File: config.mk
export PLATFORM = sky130hd
export DESIGN_NAME = fifo_out_serializer_flat
export DESIGN_NICKNAME = d
export VERILOG_FILES = /design/src/rtl/fifo_out_serializer_if.sv /design/src/rtl/fifo_out_serializer.sv /design/src/flat_wrapper.sv
export SDC_FILE = /design/constraint.sdc
export NUM_CORES = 2
export LEC_CHECK = 0
export ABC_AREA = 1
export BUFFER_PORTS_ARGS = -buffer_cell sky130_fd_sc_hd__buf_2
export CORE_AREA = 2 2 323 325
export DETAILED_ROUTE_END_ITERATION = 12
export DIE_AREA = 0 0 325 327
export PLACE_DENSITY = 0.59
export REMOVE_ABC_BUFFERS = 1
export SETUP_SLACK_MARGIN = 0.3
export SLEW_MARGIN = 15
export SYNTH_ARGS = -nofsm -noshare
export SYNTH_HDL_FRONTEND = slang
export SYNTH_SLANG_ARGS = --single-unit
File: constraint.sdc
create_clock -name CLK -period 33.5 [get_ports CLK]
set_clock_uncertainty 0.2 [all_clocks]
set_input_delay 3.35 -clock CLK [delete_from_list [all_inputs] [get_ports CLK]]
set_output_delay 3.35 -clock CLK [all_outputs]
set_load 0.03 [all_outputs]
File: src/rtl/fifo_out_serializer_if.sv
// Handshake bundle between the upstream 1-entry FIFO, the serializer and the
// downstream beat sink. The serializer takes the master view.
interface fifo_out_serializer_if #(
    parameter int ITEM_W = 768,
    parameter int BEAT_W = 32
);
    logic [ITEM_W-1:0] in_first;
    logic              in_first__RDY;
    logic              in_deq__RDY;
    logic              in_deq__ENA;
    logic              out_enq__RDY;
    logic              out_enq__ENA;
    logic [BEAT_W-1:0] out_enq_v;
    logic              out_last;

    modport master (
        input  in_first, in_first__RDY, in_deq__RDY, out_enq__RDY,
        output in_deq__ENA, out_enq__ENA, out_enq_v, out_last
    );

    modport slave (
        output in_first, in_first__RDY, in_deq__RDY, out_enq__RDY,
        input  in_deq__ENA, out_enq__ENA, out_enq_v, out_last
    );
endinterface

File: src/rtl/fifo_out_serializer.sv
// Splits one wide upstream item into NBEATS narrow beats, LSB-first, with
// back-to-back item loading on the last beat, backpressure hold and abort.
module fifo_out_serializer #(
    parameter int ITEM_W = 768,
    parameter int BEAT_W = 32
) (
    input  logic                  CLK,
    input  logic                  RST,
    fifo_out_serializer_if.master io,
    input  logic                  abort,
    output logic                  busy,
    output logic [15:0]           item_count
);
    localparam int NBEATS = ITEM_W / BEAT_W;
    localparam int CNT_W  = (NBEATS > 1) ? $clog2(NBEATS) : 1;
    localparam logic [CNT_W-1:0] LAST_BEAT = CNT_W'(NBEATS - 1);

    localparam logic [0:0] IDLE = 1'b0;
    localparam logic [0:0] SEND = 1'b1;

    logic [0:0]        state;
    logic [ITEM_W-1:0] sreg;
    logic [CNT_W-1:0]  bcnt;

    logic xfer;
    logic last_xfer;
    logic load;

    assign xfer      = (state == SEND) && io.out_enq__RDY && !abort;
    assign last_xfer = xfer && (bcnt == LAST_BEAT);
    // NOTE: the load term is gated by RST so no dequeue strobe leaks out while
    // the state register is being held in reset.
    assign load      = !RST && io.in_first__RDY && io.in_deq__RDY &&
                       ((state == IDLE) || last_xfer);

    assign io.in_deq__ENA  = load;
    assign io.out_enq__ENA = xfer;
    assign io.out_enq_v    = sreg[BEAT_W-1:0];
    assign io.out_last     = (state == SEND) && (bcnt == LAST_BEAT);
    assign busy            = (state == SEND);

    always_ff @(posedge CLK or posedge RST) begin
        if (RST) begin
            state <= IDLE;
            sreg  <= '0;
            bcnt  <= '0;
        end else if (load) begin
            state <= SEND;
            sreg  <= io.in_first;
            bcnt  <= '0;
        end else if ((state == SEND) && abort) begin
            state <= IDLE;
            bcnt  <= '0;
        end else if (last_xfer) begin
            state <= IDLE;
        end else if (xfer) begin
            sreg  <= sreg >> BEAT_W;
            bcnt  <= bcnt + CNT_W'(1);
        end
    end

    always_ff @(posedge CLK or posedge RST) begin
        if (RST) begin
            item_count <= '0;
        end else if (last_xfer) begin
            item_count <= item_count + 16'd1;
        end
    end
endmodule

File: src/flat_wrapper.sv
// flat-port wrapper written by rule: the top's interface ports become plain ports
module fifo_out_serializer_flat 
#(
    parameter int ITEM_W = 768,
    parameter int BEAT_W = 32
)
  (CLK, RST, abort, busy, item_count, io_in_first, io_in_first__RDY, io_in_deq__RDY, io_out_enq__RDY, io_in_deq__ENA, io_out_enq__ENA, io_out_enq_v, io_out_last);
  fifo_out_serializer_if #(.ITEM_W(ITEM_W), .BEAT_W(BEAT_W)) io_i ();
  input  logic CLK;
  input  logic RST;
  input  logic abort;
  output logic busy;
  output logic [15:0] item_count;
  input wire logic [$bits(io_i.in_first)-1:0] io_in_first;
  input wire logic [$bits(io_i.in_first__RDY)-1:0] io_in_first__RDY;
  input wire logic [$bits(io_i.in_deq__RDY)-1:0] io_in_deq__RDY;
  input wire logic [$bits(io_i.out_enq__RDY)-1:0] io_out_enq__RDY;
  output wire logic [$bits(io_i.in_deq__ENA)-1:0] io_in_deq__ENA;
  output wire logic [$bits(io_i.out_enq__ENA)-1:0] io_out_enq__ENA;
  output wire logic [$bits(io_i.out_enq_v)-1:0] io_out_enq_v;
  output wire logic [$bits(io_i.out_last)-1:0] io_out_last;
  assign io_i.in_first = io_in_first;
  assign io_i.in_first__RDY = io_in_first__RDY;
  assign io_i.in_deq__RDY = io_in_deq__RDY;
  assign io_i.out_enq__RDY = io_out_enq__RDY;
  assign io_in_deq__ENA = io_i.in_deq__ENA;
  assign io_out_enq__ENA = io_i.out_enq__ENA;
  assign io_out_enq_v = io_i.out_enq_v;
  assign io_out_last = io_i.out_last;
  fifo_out_serializer #(.ITEM_W(ITEM_W), .BEAT_W(BEAT_W)) u_core (.CLK(CLK), .RST(RST), .io(io_i), .abort(abort), .busy(busy), .item_count(item_count));
endmodule
==> impl_results.md <==
- Worst-case reg-to-reg path depth: 12
- Total GRT Usage: between 20% and 30%
- Largest net degree at the start of global routing: 226
- Setup CP Type: input port to primary output
- Max frequency: 0.0990 GHz
- Vias per cell: 4.75
- Critical path startpoint category: input port
- CTS Buf Count: 93
- Setup tns final: 0 ns
- Synth top area cells: dfrtp_1, nand2_1, nor2_1
- Comb pwr share: 20.2%
- Clk network pwr share: approximately a third
- Post-CTS Setup Inserts: 0
- Fin area: 48100 sq um
- Drt first pass iters: 5
- Detailed-placement wirelength estimate: 81.8 mm
- Main synth FF type: dfrtp_1
- RSZ-0062 raised after global routing: no
- Mapped Area: a little over 40000 sq um
- Worst setup EP type: primary output
- Sw Ratio: 30.7%
- Internal reg-to-reg setup slack: about 28 ns
- Final core utilization: 46.7%
- Power share of the sequential group: 45.7%
- Netlist cell types: 24
- Io pins: 826
- # DRC: 0
- Period utilization: 30.2%
- Net switching power figure: a little under 0.0009 W
- DR WL/cell: 16.2 um
- Critical path endpoint: io_in_deq__ENA
- Cell with the most instances after synthesis: nand2_1
- Power Dens Cells: 60.3 nW/um^2
- Final Hold Vio Count: 0
- Cell count after synthesis: between 5000 and 6000
- Global-route wire length before repair: between 150 and 200 mm
- Hold Path Class: flip-flop to flip-flop
- Worst-path clk slew: around 0.06 ns
- Placer Congestion: around 0.86
- Vias: about 37000
- Sequential share of the synthesized area: 48.5%
- Min cycle time layout: 10.10 ns
- TritonCTS Sinks: approximately 800
- Initial Util: 39.6%
- Synthesized area per cell: 7.00 sq um
- Static leakage: 25.6 nW
- Number of cell rows: 118
- Clock buffer depth: 3
- Gates resized, CTS repair: 0
- # hold bufs at CTS: 0
- Filler Cell Count: 10800
- Htree depth: 3
- Clock Latency Late Sink: 0.67 ns
- Min-Delay Path Depth: 2
- Root buffer cell: clkbuf_16
- Post-layout net count: roughly 7200
- Pint: 0.00201 W
- CTS tree: done
- Placed Area: 45000 sq um
- Die Width: roughly 330 um
- IR Drop Worst-Case VDD: 0.0338 mV
- Async S/R FF share, synth: between 90% and 100%
- Placeable Area: 103000 sq um
- Max_cap viols: 0
- Relative slew slack: 20.4%
- Crit path max fanout: 108
- Number of synthesized flops with an enable pin: 0
- Max Slew Vio Count: 0
- Outcome: completed
- Grt total ovfl: 0
- Die height: around 330 um
- Reg-to-reg startpoint: u_core.bcnt[0]$_DFFE_PP0P_
- IO buf count: between 800 and 900
- Drt initial violations: 3485
- Share of cells above drive strength 1: 15.7%
- Total Die Area: 106000 sq um
- Vias in the first global route: roughly 35000
- Seq cells post-synth: 790
- Final setup vio count: 0
- Area leader, netlist: dfrtp_1
- Slew @ Worst Pin: 1.19 ns
- Worst reg2reg path endpoint: u_core.sreg[306]$_DFFE_PP0P_
- Critical path data arrival time: 6.55 ns
- Initial antenna violation count: 67
- Yosys warnings: 0
- Post-Route WL: 127 mm
- Worst setup path startpoint: RST
- Req. time, crit path: 29.95 ns
- Post-synth top cells: nand2_1, nor2_1, dfrtp_1
- Area grow syn2layout: 17.9%
- Top cell type's share of synthesized area: 48.5%
- Routed Antenna Nets: 0
[per-layer routing]
metal  track usage [%]  share of wire (%)  up-vias
li1                  -                  -    18900
met1              30.2                 43    17200
met2              37.4                 48      964
met3              3.98                5.1      260
met4              11.7                3.9       36
met5                 0               0.19        -
[through the flow]
step                instances  hold WS (ns)  setup WS, ns  power (W)
detailed placement       7662         0.293         23.37    0.00193
global route             7861         0.323         23.11    0.00310
floorplan                5414         0.271         -7.32    0.00183
finish                   7868         0.303         23.40    0.00290
CTS                      7830         0.308         23.38    0.00293
global placement         7662         0.289         23.33    0.00191
[cell families (layout without fill, tap and decap cells)]
family,after synthesis,count (layout),share of synthesized area (%)
simple gates,4097,4097,40.6
flops,790,790,48.5
buf+inv,660,1282,7.32
compound gates,271,271,3.33
xor+xnor,9,9,0.193
fa+ha+maj,2,2,0.0613
other cells,0,37,0
[power by group through the flow]
stage	logic, W	clock network (W)	registers [W]
3_3_place_gp	0.000576	0	0.00133
6_report	0.000586	0.000988	0.00133
5_1_grt	0.000692	0.00105	0.00136
2_1_floorplan	0.000495	0	0.00134
4_1_cts	0.000593	0.00101	0.00133
3_5_place_dp	0.000588	0	0.00134
[worst min-delay path by stage]
stage	startpoint	to	slack, ns
after floorplan	u_core.bcnt[0]$_DFFE_PP0P_	u_core.bcnt[0]$_DFFE_PP0P_	0.27
final	u_core.sreg[264]$_DFFE_PP0P_	u_core.sreg[264]$_DFFE_PP0P_	0.30
after detailed placement	u_core.sreg[211]$_DFFE_PP0P_	u_core.sreg[211]$_DFFE_PP0P_	0.29
after CTS	u_core.sreg[211]$_DFFE_PP0P_	u_core.sreg[211]$_DFFE_PP0P_	0.31
after global routing	u_core.sreg[291]$_DFFE_PP0P_	u_core.sreg[291]$_DFFE_PP0P_	0.32
after global placement	u_core.sreg[717]$_DFFE_PP0P_	u_core.sreg[717]$_DFFE_PP0P_	0.29
[critical path, stage by stage]
cell     delay, ns
buf_2         0.13
inv_8         0.45
and3_4        0.84
nand2_8       0.50
inv_8         0.65
buf_2         0.32
[cell type report]
type	count	area [sq um]	area share (%)
flip-flops and latches	790	19800	41.1
multi-input cells	4379	18100	37.6
repair buffers	869	4550	9.45
clock buffers	150	2780	5.79
well taps	1380	1730	3.59
inverters	245	935	1.94
clock inverters	18	154	0.320
diodes	37	92.6	0.193
[registers in the layout, indices dropped and copies added, names as in the netlist]
signal and cells:
u_core.bcnt 5, u_core.busy 1, u_core.item_count 16, u_core.sreg 768
[cell usage in the layout (no fill, tap or decap), types with 5 or more instances in the layout]
cell,n
o21ai_0,268
clkinv_2,10
dfrtp_1,790
buf_12,7
clkbuf_8,20
nand4_1,5
clkbuf_1,35
clkbuf_16,95
buf_2,825
nor2_1,1546
inv_1,241
xnor2_1,5
nand3_1,241
nand2_1,2067
diode_2,37
buf_4,37
nand3b_1,229
(Power assumes the default switching activity.)
